$ cat config.mk
export PLATFORM = sky130hd
export DESIGN_NAME = wb_scheduler
export DESIGN_NICKNAME = d
export VERILOG_FILES = /design/src/rtl/wb_scheduler.sv
export SDC_FILE = /design/constraint.sdc
export NUM_CORES = 1
export LEC_CHECK = 0
export CAP_MARGIN = 20
export CORE_ASPECT_RATIO = 1.75
export CORE_MARGIN = 1
export CORE_UTILIZATION = 47
export DETAILED_ROUTE_END_ITERATION = 12
export GPL_ROUTABILITY_DRIVEN = 0
export HOLD_SLACK_MARGIN = 0.08
export PLACE_DENSITY = 0.82
export SETUP_SLACK_MARGIN = 0.1
export SLEW_MARGIN = 20
export SYNTH_ARGS = -nofsm -noshare
export SYNTH_HDL_FRONTEND = slang
export SYNTH_SLANG_ARGS = --single-unit
$ cat constraint.sdc
create_clock -name clk -period 2.85 [get_ports clk]
set_input_delay 0.285 -clock clk [delete_from_list [all_inputs] [get_ports clk]]
set_output_delay 0.285 -clock clk [all_outputs]
set_load 0.005 [all_outputs]
$ cat src/rtl/wb_scheduler.sv
// Writeback scheduler: decodes Rd mux select, tracks one outstanding load and
// arbitrates the single register-file write port between loads and pipeline results.
module wb_scheduler (
  input  logic        clk,
  input  logic        rst,
  input  logic        op_valid,
  input  logic [6:0]  opcode,
  input  logic [4:0]  rd_addr,
  input  logic [4:0]  rs1_addr,
  input  logic [4:0]  rs2_addr,
  input  logic [31:0] rd_mux_out,
  input  logic        ld_valid,
  input  logic [31:0] ld_data,
  output logic [1:0]  rd_sel,
  output logic        ld_req,
  output logic [4:0]  ld_req_rd,
  output logic        stall,
  output logic        wb_en,
  output logic [4:0]  wb_addr,
  output logic [31:0] wb_data,
  output logic        ld_busy
);

  localparam int unsigned XLEN = 32;
  localparam int unsigned AW   = 5;
  localparam int unsigned SW   = 2;

  localparam logic [6:0] OP_JAL    = 7'b1101111;
  localparam logic [6:0] OP_JALR   = 7'b1100111;
  localparam logic [6:0] OP_AUIPC  = 7'b0010111;
  localparam logic [6:0] OP_LUI    = 7'b0110111;
  localparam logic [6:0] OP_ALU    = 7'b0110011;
  localparam logic [6:0] OP_ALUI   = 7'b0010011;
  localparam logic [6:0] OP_LOAD   = 7'b0000011;

  typedef enum logic {
    IDLE      = 1'b0,
    LOAD_PEND = 1'b1
  } state_t;

  state_t          state_q, state_d;
  logic [AW-1:0]   pend_rd_q, pend_rd_d;

  logic            pend2_q;
  logic [AW-1:0]   addr2_q;
  logic            buf_full_q;
  logic [AW-1:0]   buf_addr_q;
  logic [XLEN-1:0] buf_data_q;

  logic            dec_wb;
  logic [SW-1:0]   dec_sel;
  logic            dec_load;
  logic            accept;
  logic            ld_ret;

  // Opcode decode into Rd mux select / load flag.
  always_comb begin
    dec_wb   = 1'b0;
    dec_sel  = 2'b00;
    dec_load = 1'b0;
    unique case (opcode)
      OP_JAL, OP_JALR: begin dec_wb = 1'b1; dec_sel = 2'b00; end
      OP_AUIPC:        begin dec_wb = 1'b1; dec_sel = 2'b01; end
      OP_LUI:          begin dec_wb = 1'b1; dec_sel = 2'b10; end
      OP_ALU, OP_ALUI: begin dec_wb = 1'b1; dec_sel = 2'b11; end
      OP_LOAD:         dec_load = 1'b1;
      default:         ;
    endcase
  end

  assign ld_ret = ld_valid && (state_q == LOAD_PEND);

  // Load-tracking FSM next state, issue stall and load request.
  always_comb begin
    state_d   = state_q;
    pend_rd_d = pend_rd_q;
    stall     = 1'b0;
    accept    = 1'b0;
    ld_req    = 1'b0;
    ld_req_rd = '0;

    if (op_valid) begin
      if (state_q == LOAD_PEND &&
          (dec_load || rs1_addr == pend_rd_q || rs2_addr == pend_rd_q || rd_addr == pend_rd_q))
        stall = 1'b1;
      if (buf_full_q)
        stall = 1'b1;
      // A load return with S2 occupied fills the buffer, so hold issue.
      if (ld_ret && pend2_q)
        stall = 1'b1;
    end
    accept = op_valid && !stall;

    unique case (state_q)
      IDLE: begin
        if (accept && dec_load) begin
          ld_req    = 1'b1;
          ld_req_rd = rd_addr;
          if (rd_addr != '0) begin
            state_d   = LOAD_PEND;
            pend_rd_d = rd_addr;
          end
        end
      end
      LOAD_PEND: begin
        if (ld_valid)
          state_d = IDLE;
      end
      default: state_d = IDLE;
    endcase
  end

  // FSM state register.
  always_ff @(posedge clk) begin
    if (!rst) begin
      state_q   <= IDLE;
      pend_rd_q <= '0;
    end else begin
      state_q   <= state_d;
      pend_rd_q <= pend_rd_d;
    end
  end

  assign ld_busy = (state_q == LOAD_PEND);

  // S2 stage, skid buffer and write-port arbitration.
  always_ff @(posedge clk) begin
    if (!rst) begin
      pend2_q    <= 1'b0;
      addr2_q    <= '0;
      rd_sel     <= 2'b00;
      buf_full_q <= 1'b0;
      buf_addr_q <= '0;
      buf_data_q <= '0;
      wb_en      <= 1'b0;
      wb_addr    <= '0;
      wb_data    <= '0;
    end else begin
      pend2_q <= accept && dec_wb && (rd_addr != '0);
      if (accept && dec_wb && (rd_addr != '0)) begin
        addr2_q <= rd_addr;
        rd_sel  <= dec_sel;
      end

      wb_en <= 1'b0;
      if (ld_ret) begin
        wb_en   <= 1'b1;
        wb_addr <= pend_rd_q;
        wb_data <= ld_data;
      end else if (buf_full_q) begin
        wb_en   <= 1'b1;
        wb_addr <= buf_addr_q;
        wb_data <= buf_data_q;
      end else if (pend2_q) begin
        wb_en   <= 1'b1;
        wb_addr <= addr2_q;
        wb_data <= rd_mux_out;
      end

      // Buffer drains whenever no load return preempts it; S2 loser is captured.
      if (pend2_q && (ld_ret || buf_full_q)) begin
        buf_full_q <= 1'b1;
        buf_addr_q <= addr2_q;
        buf_data_q <= rd_mux_out;
      end else if (buf_full_q && !ld_ret) begin
        buf_full_q <= 1'b0;
      end
    end
  end

endmodule

# After elaboration in Yosys (flattened, before gate mapping)
# Cells that the tools add are included.
# Widths: inputs -> output; s select.
# totals
ff_bits	90
out_inout_bits	48
word_cells	69
# classes
eq_ne	10
mux	26
bitwise	1
reduce_logical	21
# ops
op	count
$mux 32	3
$mux 5	5
$mux 1	16
$eq 5x5->1	3
$eq 7x5->1 const B	2
$eq 7x6->1 const B	2
$eq 7x7->1 const B	2
$logic_and 1x1->1	9
$eq 7x2->1 const B	1
$pmux 2 s3	1
$reduce_or 6->1	1
$reduce_bool 5->1	1
$logic_or 1x1->1	4
$reduce_and 3->1	1
$reduce_bool 3->1	1
$logic_not 1->1	2
$pmux 1 s2	1
$reduce_bool 2->1	1
$reduce_or 2->1	1
$not 1->1	1

# Longest topological paths before layout
# Gate-level depths: netlist of run 1.
# depth
ltp_word	15
depth_mapped	8

# Worst setup path after synthesis of run 1
# Ideal clock, no wire load.
# synth_path
path_type	input -> register
start	input port opcode[6]
end	register pend_rd_q[0]
setup_ns	0.128
arrival_ns	1.699
required_ns	2.722
setup_slack_ns	1.023
path_stages	6
n_path_buf	1
path_cell_list	nand4bb_1 or4_4 or4_1 buf_2 a21oi_1 nor2_1
# synth_via
elab_chain_cells	14
# synth_lines
item	line	text
start, declared	7	input logic [6:0] opcode,
$eq 7x2->1 (*)	61	unique case (opcode)
$mux 1 (*)	61	
$logic_or 1x1->1 (3 in a row)	84	(dec_load || rs1_addr == pend_rd_q || rs2_addr == pend_rd_q || rd_addr == pend_rd_q))
$logic_and 1x1->1	83	if (state_q == LOAD_PEND &&
$mux 1	83	
$mux 1	86	if (buf_full_q)
$mux 1	89	if (ld_ret && pend2_q)
$mux 1	82	if (op_valid) begin
$logic_not 1->1	92	accept = op_valid && !stall;
$logic_and 1x1->1	92	
$logic_and 1x1->1 (*)	96	if (accept && dec_load) begin
$reduce_and 3->1 (no line) (*)	--	
end signal, assigned	120	pend_rd_q <= pend_rd_d;
end, declared	42	logic [AW-1:0] pend_rd_q, pend_rd_d;
# Every way passes the cells marked *; elsewhere a longest branch is shown, timed or not.
# A chain may end at the register's enable or synchronous reset.

# Worst setup path in the final report of run 1
# layout_path
start	input port opcode[3]
end	output port ld_req_rd[3]
# layout_via
elab_chain_cells	15
# layout_lines
item	line	text
$eq 7x2->1 (*)	61	
$mux 1 (*)	61	
$logic_or 1x1->1 (3 in a row)	84	
$logic_and 1x1->1	83	
$mux 1	83	
$mux 1	86	
$mux 1	89	
$mux 1	82	
$logic_not 1->1	92	
$logic_and 1x1->1	92	
$logic_and 1x1->1 (*)	96	
$mux 5 (*)	96	
$mux 5 (*)	94	unique case (state_q)
end, declared	16	output logic [4:0] ld_req_rd,
# Marks and branches as above.

==> results of run 1 <==
-- cell usage in the layout (no fill, tap or decap), types with 3 or more instances in the layout --
master           synthesis  layout
a21oi_1                 86      86
a221oi_1                37      37
and2_1                   7       5
buf_4                    2      20
bufinv_16                0       3
clkbuf_16                0       9
clkdlybuf4s50_1          0     131
dfxtp_1                 90      89
dlygate4sd2_1            0       4
inv_1                   38      38
nand2_1                 77      77
nand2b_1                 3       3
nor2_1                  82      82
nor3_1                   4       4
o21ai_0                 41      41
o21ai_1                  4       3
or3b_1                   4       4
xnor2_1                  3       3
xor2_1                  12      12
-- logic make-up after synthesis --
kind of cell | count (synthesis)
AND/OR/NAND/NOR | 189
AO/OA/AOI/OAI | 177
flip-flops | 90
buffers and inverters | 89
XOR/XNOR | 15
-- how the worst min path moves through the flow --
stage / startpoint / to / slack, ps / cells after the start
after global routing: buf_data_q[25]$_SDFFE_PN0P_ / buf_data_q[25]$_SDFFE_PN0P_ / 470 / 2
after detailed placement: buf_addr_q[2]$_SDFFE_PN0P_ / buf_addr_q[2]$_SDFFE_PN0P_ / 450 / 2
after floorplan: rd_mux_out[0] / buf_data_q[0]$_SDFFE_PN0P_ / 420 / 2
after global placement: buf_addr_q[2]$_SDFFE_PN0P_ / buf_addr_q[2]$_SDFFE_PN0P_ / 440 / 2
final: buf_data_q[1]$_SDFFE_PN0P_ / buf_data_q[1]$_SDFFE_PN0P_ / 450 / 2
after CTS: buf_addr_q[2]$_SDFFE_PN0P_ / buf_addr_q[2]$_SDFFE_PN0P_ / 450 / 2
-- per-stage QoR --
step / utilization (%) / worst slack (ps) / hold WS, ps / cells
3_5_place_dp: 64.8 / 30.6 / 446 / 776
3_3_place_gp: 64.8 / 93.9 / 441 / 776
5_1_grt: 69.6 / 27.4 / 470 / 799
4_1_cts: 69.4 / 92.7 / 455 / 797
6_report: 69.6 / 106 / 454 / 799
2_1_floorplan: - / 1020 / 421 / 560
-- critical path, delay by kind of cell --
kind          cells  cell delay [ps]
buf+inv           2              900
simple gates      4             1270
-- registers in the layout, indices dropped and copies added, names as in the netlist --
name,count
buf_data_q,32
wb_data,32
addr2_q,5
buf_addr_q,5
pend_rd_q,5
wb_addr,5
rd_sel,2
buf_full_q,1
ld_busy,1
pend2_q,1
wb_en,1
-- report_power, final --
part / internal (W) / switching [W] / leakage [nW]
clock: 0.000905 / 0.000476 / 0.169
sequential: 0.00127 / 0.00000574 / 0.726
combinational: 0.000152 / 0.0000883 / 1.33
total: 0.00232 / 0.000570 / 2.23
-- per-layer routing --
layer	vias up	part of all wire, %
li1	2126	-
met1	1988	36
met2	143	56
met3	26	4.7
met4	0	3.3
met5	-	0
-- cell type report --
class                      count  area (sq um)  area share, %
inverter                      38           143           2.38
timing repair buffer         157          1520           25.4
clock buffer                  12           256           4.28
multi-input combinational    381          2030           33.8
tap                          117           146           2.44
sequential                    90          1800           30.1
clock inverter                 4          97.6           1.63
-- timing repair --
item / CTS / global route
hold endpoints to repair: 0 / 0
buffers inserted: 5 / 2
endpoints found under the setup margin: 5 / 3
pin swaps: 5 / 2
gates resized for setup: 5 / 2
==> results.cfg, run 1 <==
[outcome]
status = completed

[pwr]
ir_drop_mv = 0.341
power_leakage_nw = 2.23
totalPowerFinal_w = 0.00289
p_per_area_nw_per_um2 = 483

[clock_network]
clkLatencyLatePin_ps = 340
htreeDepth = 3
clockBufferDepth = 2
cts_hold_buffers = 0
cts.sinks = 90
clockRootBuffer = clkbuf_16
tritoncts = yes
cts_buffers = 9
cts.clk_slew.worst_paths_ps = 60

[setup_path]
rrSetupSlack_ps = 650
path_cells = clkdlybuf4s50_1, nand4bb_1, or4_4, nor4b_4, and2_4, clkdlybuf4s50_1
crit_start = opcode[3]
crit_top_cell = clkdlybuf4s50_1
rr_startpoint = buf_full_q$_SDFFE_PN0P_
worst-path-max-fanout = 4
crit_path_max_incr_delay_ps = 490
endpoint_kind = primary output
cp_slowest_cell = clkdlybuf4s50_1
cp.arrival_ps = 2460
critical_path_class = in2out
cp-start-kind = input pin
r2r_cells = 5
r2r-end = buf_data_q[21]$_SDFFE_PN0P_
cp.required_ps = 2570
endpoint = ld_req_rd[3]

[global_route]
grt_max_degree = 47
grt_pass1_wl_um = 19300
grt-busiest-layer = met2
grt-ovfl-total = 0
grtUsageTotal_pct = 26.8
use_met2_pct = 50.4
grt_use_met3_pct = 4.92
antenna_found_initial = 0
grt_pass1_vias = 4277
grt_use_met1_pct = 26.5

[timing]
fmax_mhz = 364
drv_slew = 0
timing.final.hold_violations = 0
relSlewSlack_pct = 45.4
period_share_pct = 96.3
worstMarginPinSlew_ps = 818
rsz0062_at_grt = true
tns_ps = 0
finalSetupViolCount = 0
min_period_ps = 2740
finClkSkew_ps = 5.61

[logic_synthesis]
synth_cell_type_count = 36
yosysMostFrequentCell = dfxtp_1
synthMuxAreaShare_pct = 0
yosysTopAreaCellShare_pct = 43.2
synth_area_leader_cell = dfxtp_1
ys.flop_type = dfxtp_1
avgSynthCellArea_sq_um = 7.45
synth_top_family_by_area = compound AO/OA/AOI/OAI gates
ys_top_cells_by_area = dfxtp_1 (43%), a21oi_1 (10%), a221oi_1 (7.8%)
synth_fa_ha_area_share_pct = 0
synthCells = 560
ys_seq_elements = 90
synth_common_cells = dfxtp_1 (90), a21oi_1 (86), nor2_1 (82)
ys_warn_count = 0
synth_compound_area_share_pct = 25.4
syn_area_sq_um = 4170
ys_seq_area_share_pct = 43.2
synth_edf_count = 0
yosys.area_share.simple_pct = 19.9
syn_nets = 650
async_reset_ff_share_pct = 0
synth-xor-area-share_pct = 3.15

[run]
maxCapViolations = 0

[finish]
antenna_cells = 0
layout.nets = 767
final_area_sq_um = 5990
area_delta_synth_final_pct = 43.7
drive_gt1_share_pct = 6.60
fillers = 699

[placement]
hpwl_um = 8390
place.port_buffers = 137
place_area_sq_um = 5590

[floorplan]
die_y_um = 127
io_pins = 138
core-area_sq_um = 8610
dieWidth_um = 73.2
start_util_pct = 48.4
die-area_sq_um = 9270
rows = 45

[drt]
drc = 0
ant_nets = 0
routed_wl_um = 11900
viasPerCell = 5.36
drtIter0Drc = 272
post_drt_wl_per_cell_um = 14.9
routed-via-count = 4283
firstDrtPassIters = 6

[min_path]
holdCritPathClass = reg2reg
No activity file was read; power rests on OpenSTA's default activity.
==> run 2: changes to the inputs <==
CORE_UTILIZATION = 40   (was 47)
PLACE_DENSITY = 0.71   (was 0.82)
TNS_END_PERCENT = 1   (was default)
==> results.cfg, run 2 (same netlist as run 1, synthesis figures left out) <==
[drt]
routed-via-count = 4170
drtIter0Drc = 243
viasPerCell = 5.19
post_drt_wl_per_cell_um = 14.8
drc = 0
ant_nets = 0
firstDrtPassIters = 4
routed_wl_um = 11900

[min_path]
holdPathStages = 2
min_to = buf_data_q[21]$_SDFFE_PN0P_
hp-start = buf_data_q[21]$_SDFFE_PN0P_
holdCritPathClass = reg2reg

[floorplan]
die_y_um = 137
rows = 49
start_util_pct = 41.0
io_pins = 138
core-area_sq_um = 10200
die-area_sq_um = 10900
dieWidth_um = 79.2

[setup_path]
rr_startpoint = buf_full_q$_SDFFE_PN0P_
cp.arrival_ps = 2400
cp.required_ps = 2570
critical_path_class = in2out
r2r-end = wb_data[14]$_SDFFE_PN0P_
r2r_cells = 5
worst-path-max-fanout = 6
cp-start-kind = input pin
endpoint_kind = primary output
rrSetupSlack_ps = 670

[timing]
timing.final.hold_violations = 0
finClkSkew_ps = 6.25
tns_ps = 0
rsz0062_at_grt = false
fmax_mhz = 373
relSlewSlack_pct = 37.4
drv_slew = 0
finalSetupViolCount = 0
min_period_ps = 2680
period_share_pct = 94.2
worstMarginPinSlew_ps = 936

[clock_network]
cts.clk_slew.worst_paths_ps = 60
cts_buffers = 9
tritoncts = yes
clkLatencyLatePin_ps = 340
cts.sinks = 90
htreeDepth = 3
clockBufferDepth = 2
clockRootBuffer = clkbuf_16

[finish]
drive_gt1_share_pct = 6.50
area_delta_synth_final_pct = 43.0
layout.nets = 762
antenna_cells = 0
final_cell_count_no_fill = 804
reg_top3 = buf_data_q: 32 flops, wb_data: 32 flops
layout_commonest_cell = clkdlybuf4s50_1
layout_common_cells = clkdlybuf4s50_1 (129), dfxtp_1 (88), a21oi_1 (86)

[global_route]
grt_pass1_wl_um = 18400
grt_max_degree = 51
antenna_found_initial = 0
grt-ovfl-total = 0
grt_pass1_vias = 3799
grtUsageTotal_pct = 22.1

[pwr]
power_leakage_nw = 2.26
p_per_area_nw_per_um2 = 462
ir_drop_mv = 0.308

[placement]
place.port_buffers = 137
hpwl_um = 8040
dpl.cell_count = 784

[outcome]
status = completed

[run]
maxCapViolations = 0
## run 2: routing by layer
metal	global-route usage, %	part of all wire [%]	vias up
met5	0	0	-
met4	10.8	2.9	0
met3	3.47	4.4	19
met2	40.5	54	121
met1	24.1	39	1917
li1	-	-	2113
## run 2: repair_timing
action | CTS | global route
setup endpoints to repair | 5 | 7
buffers inserted | 3 | 1
hold buffers | 0 | 0
resized for setup | 1 | 11
pin swaps | 3 | 1
## run 2: worst max path at each step
stage | from | to | slack (ps) | depth (start not counted)
CTS | opcode[6] | ld_req_rd[3] | 70 | 6
global placement | opcode[6] | ld_req_rd[1] | 110 | 6
detailed placement | opcode[6] | ld_req_rd[3] | 10 | 6
finish | opcode[0] | ld_req | 170 | 7
floorplan | opcode[6] | pend_rd_q[0]$_SDFFE_PN0P_ | 1020 | 6
global route | opcode[0] | ld_req | 110 | 7
## run 2: stage by stage
stage | utilization (%) | hold slack, ps | worst slack (ps) | cell area [sq um] | power [W]
6_report | 58.6 | 452 | 167 | 5960 | 0.00275
5_1_grt | 58.6 | 473 | 106 | 5960 | 0.00285
4_1_cts | 58.3 | 455 | 74.3 | 5930 | 0.00278
3_5_place_dp | 54.9 | 446 | 13.5 | 5590 | 0.00154
3_3_place_gp | 54.9 | 442 | 109 | 5590 | 0.00154
2_1_floorplan | - | 421 | 1020 | 4170 | 0.00137
## run 2: area by class of cell
cell class / instances / area (sq um)
Fill cell: 947 / 4210
Inverter: 38 / 143
Sequential cell: 90 / 1800
Tap cell: 127 / 159
Clock inverter: 4 / 48.8
Clock buffer: 12 / 267
Multi-Input combinational cell: 381 / 2040
Timing Repair Buffer: 152 / 1500
## run 2: power by group
| group | internal, W | switching (W) |
|---|---|---|
| clock network | 0.000750 | 0.000491 |
| registers | 0.00127 | 0.00000567 |
| logic | 0.000151 | 0.0000874 |
| total | 0.00217 | 0.000584 |
## run 2: critical path: stages
cell and delay, ps:
clkdlybuf4s50_1 490, nand4bb_1 130, or4_4 470, nor4b_4 250, buf_4 180, buf_4 100, clkdlybuf4s50_1 480
==> RTL change, RTL diff (flow settings as in run 1) <==
Reset style: asynchronous (`rst`), changed in 2 clocked blocks.
--- a/src/rtl/wb_scheduler.sv
+++ b/src/rtl/wb_scheduler.sv
@@ -111,7 +111,7 @@
   end
 
   // FSM state register.
-  always_ff @(posedge clk) begin
+  always_ff @(posedge clk or negedge rst) begin
     if (!rst) begin
       state_q   <= IDLE;
       pend_rd_q <= '0;
@@ -124,7 +124,7 @@
   assign ld_busy = (state_q == LOAD_PEND);
 
   // S2 stage, skid buffer and write-port arbitration.
-  always_ff @(posedge clk) begin
+  always_ff @(posedge clk or negedge rst) begin
     if (!rst) begin
       pend2_q    <= 1'b0;
       addr2_q    <= '0;
Function: differs if rst is asserted again (counterexample within 4 cycles, from zero or initial values and one cycle with rst low); with rst held inactive, the same outputs for 10 cycles.
==> RTL change against run 1 <==
  * Clock skew fell by 0.00056 ns
  * Routed wire length is 3.7% lower
  * Worst setup slack better by 0.12 ns
  * Design area up 1.3%
  * Area after synthesis rose by 3.8%
  * Worst hold slack improved by 0.040 ns
  * Sequential cell count did not move
  * Synthesized cell count decreased by 26%
Power is not compared: it rests on default switching activity, and its combinational part moved more than twofold at a synthesized area within 25%.
==> RTL change: results (changes against run 1) <==
Outcome
  – Run status: finished clean

Finish
  – Number of clock-tree buffers in the layout: 14 (+2)
  – Count of multi-input combinational gates: 287 (-25%)
  – Portion of the layout cell area used by clock cells: 4.18% (-1.7 points)
  – Inverter count: 5 (-87%)
  – Multi-input combinational cell area: 0.00192 mm² (-5.3%)
  – Final Net Count: 630 (-18%)
  – Synth-to-Final Area Change: 40.3%
  – Proportion of layout cells with a drive suffix above 1: 13.3% (+6.7 points)
  – Reg area: 0.00225 mm² (+25%)
  – Filler cell count in the final layout: 708 (+1.3%)
  – Cell class with the largest area share: sequential cells

Timing
  – Clock skew after layout: 0.00505 ns (-0.000564 ns)
  – Post-Route Hold Slack: 0.494 ns (+0.0397 ns)

Routing
  – DR pass1 iterations: 4 (-2)
  – Vias/cell: 5.51 (+2.7%)
  – Initial DRC count: 257 (-5.5%)
  – Detailed-route wire length on metal 1: 4.21 mm (-0.43%)
  – Met3 layer wire length in the routed design: 503 µm (-9.7%)
  – Average routed wire per standard cell: 17.3 µm (+16%)
  – Detailed Route WL: 11.4 mm (-3.7%)
  – Length of routed met2 wiring: 6.41 mm (-4.6%)

Worst setup path
  – Slack of the worst reg-to-reg path: 0.76 ns (+0.11 ns)
  – Source of the worst register-to-register timing path: buf_full_q$_DFFE_PN0P_
  – Count of cells along the worst register-to-register path: 6 (+1)
  – Worst setup path start: opcode[6]
  – Endpoint of the worst-slack reg-to-reg timing path: wb_data[27]$_DFFE_PN0P_
  – Largest driver fanout on the critical path: 6 (+2)

Synth
  – Synth Flop Type: sky130_fd_sc_hd__dfrtp_1
  – Largest cells by area after synthesis: sky130_fd_sc_hd__dfrtp_1 (52%), sky130_fd_sc_hd__mux2_2 (9.6%), sky130_fd_sc_hd__nor2_1 (9.4%)
  – Net Count, Synth: 505 (-22%)
  – Async set-reset flop share out of synthesis: 100% (+100 points)
  – List of most frequent post-synthesis cells: sky130_fd_sc_hd__nor2_1 (108), sky130_fd_sc_hd__dfrtp_1 (90), sky130_fd_sc_hd__mux2_2 (37), sky130_fd_sc_hd__a2bb2oi_1 (35), sky130_fd_sc_hd__o22ai_1 (35)
  – Share of synthesized area occupied by flip-flops and latches: 52.0% (+8.8 points)
  – Post-synthesis cell count: 415 (-26%)
  – Fraction of the mapped netlist area in compound gates: 15.6% (-9.8 points)
  – Multiplexer fraction of the synthesized cell area: 11.7% (+12 points)

GRT
  – Global-route usage over all layers: 25.5% (-1.3 points)
  – Global-route wire length before repair: 18.4 mm (-5.0%)
  – Largest net degree at the start of global routing: 86 (+83%)
  – Number of global-route vias before repair: 3,926 (-8.2%)
  – Met3 Use GR: 5.01% (+0.087 points)

Hold path
  – Hold depth: 1 (-1)
  – Worst hold endpoint: rd_sel[0]$_DFFE_PN0P_

Power
  – Sum of internal, switching and leakage power: 0.00345 W

Placed design
  – Cell Area, Placed: 0.00580 mm² (+3.9%)

CTS
  – Post CTS Setup Buffer Count: 0 (-5)
## RTL change: cell count changes in the layout (fill, tap and decap cells not counted), sizes merged, moves of 27 or more
cell / run 1 / this run
dfxtp: 90 / 0
nand2: 77 / 11
o22ai: 0 / 35
a21oi: 86 / 4
mux2: 0 / 43
a221oi: 37 / 0
nor2: 82 / 109
a2bb2oi: 0 / 35
dfrtp: 0 / 90
o21ai: 45 / 3
inv: 38 / 4
## RTL change: repair_timing
| item | CTS | global route |
|---|---|---|
| endpoints found under the hold margin | 0 | 53 |
| endpoints found under the setup margin | 0 | 1 |
| gates resized for setup | 0 | 1 |
| hold buffers | 0 | 1 |
## RTL change: worst max-delay path: stages
cell	delay [ns]
sky130_fd_sc_hd__clkdlybuf4s50_1	0.43
sky130_fd_sc_hd__and4bb_1	0.32
sky130_fd_sc_hd__nand2_1	0.11
sky130_fd_sc_hd__nor4_2	0.42
sky130_fd_sc_hd__and2_1	0.24
sky130_fd_sc_hd__clkdlybuf4s50_1	0.53
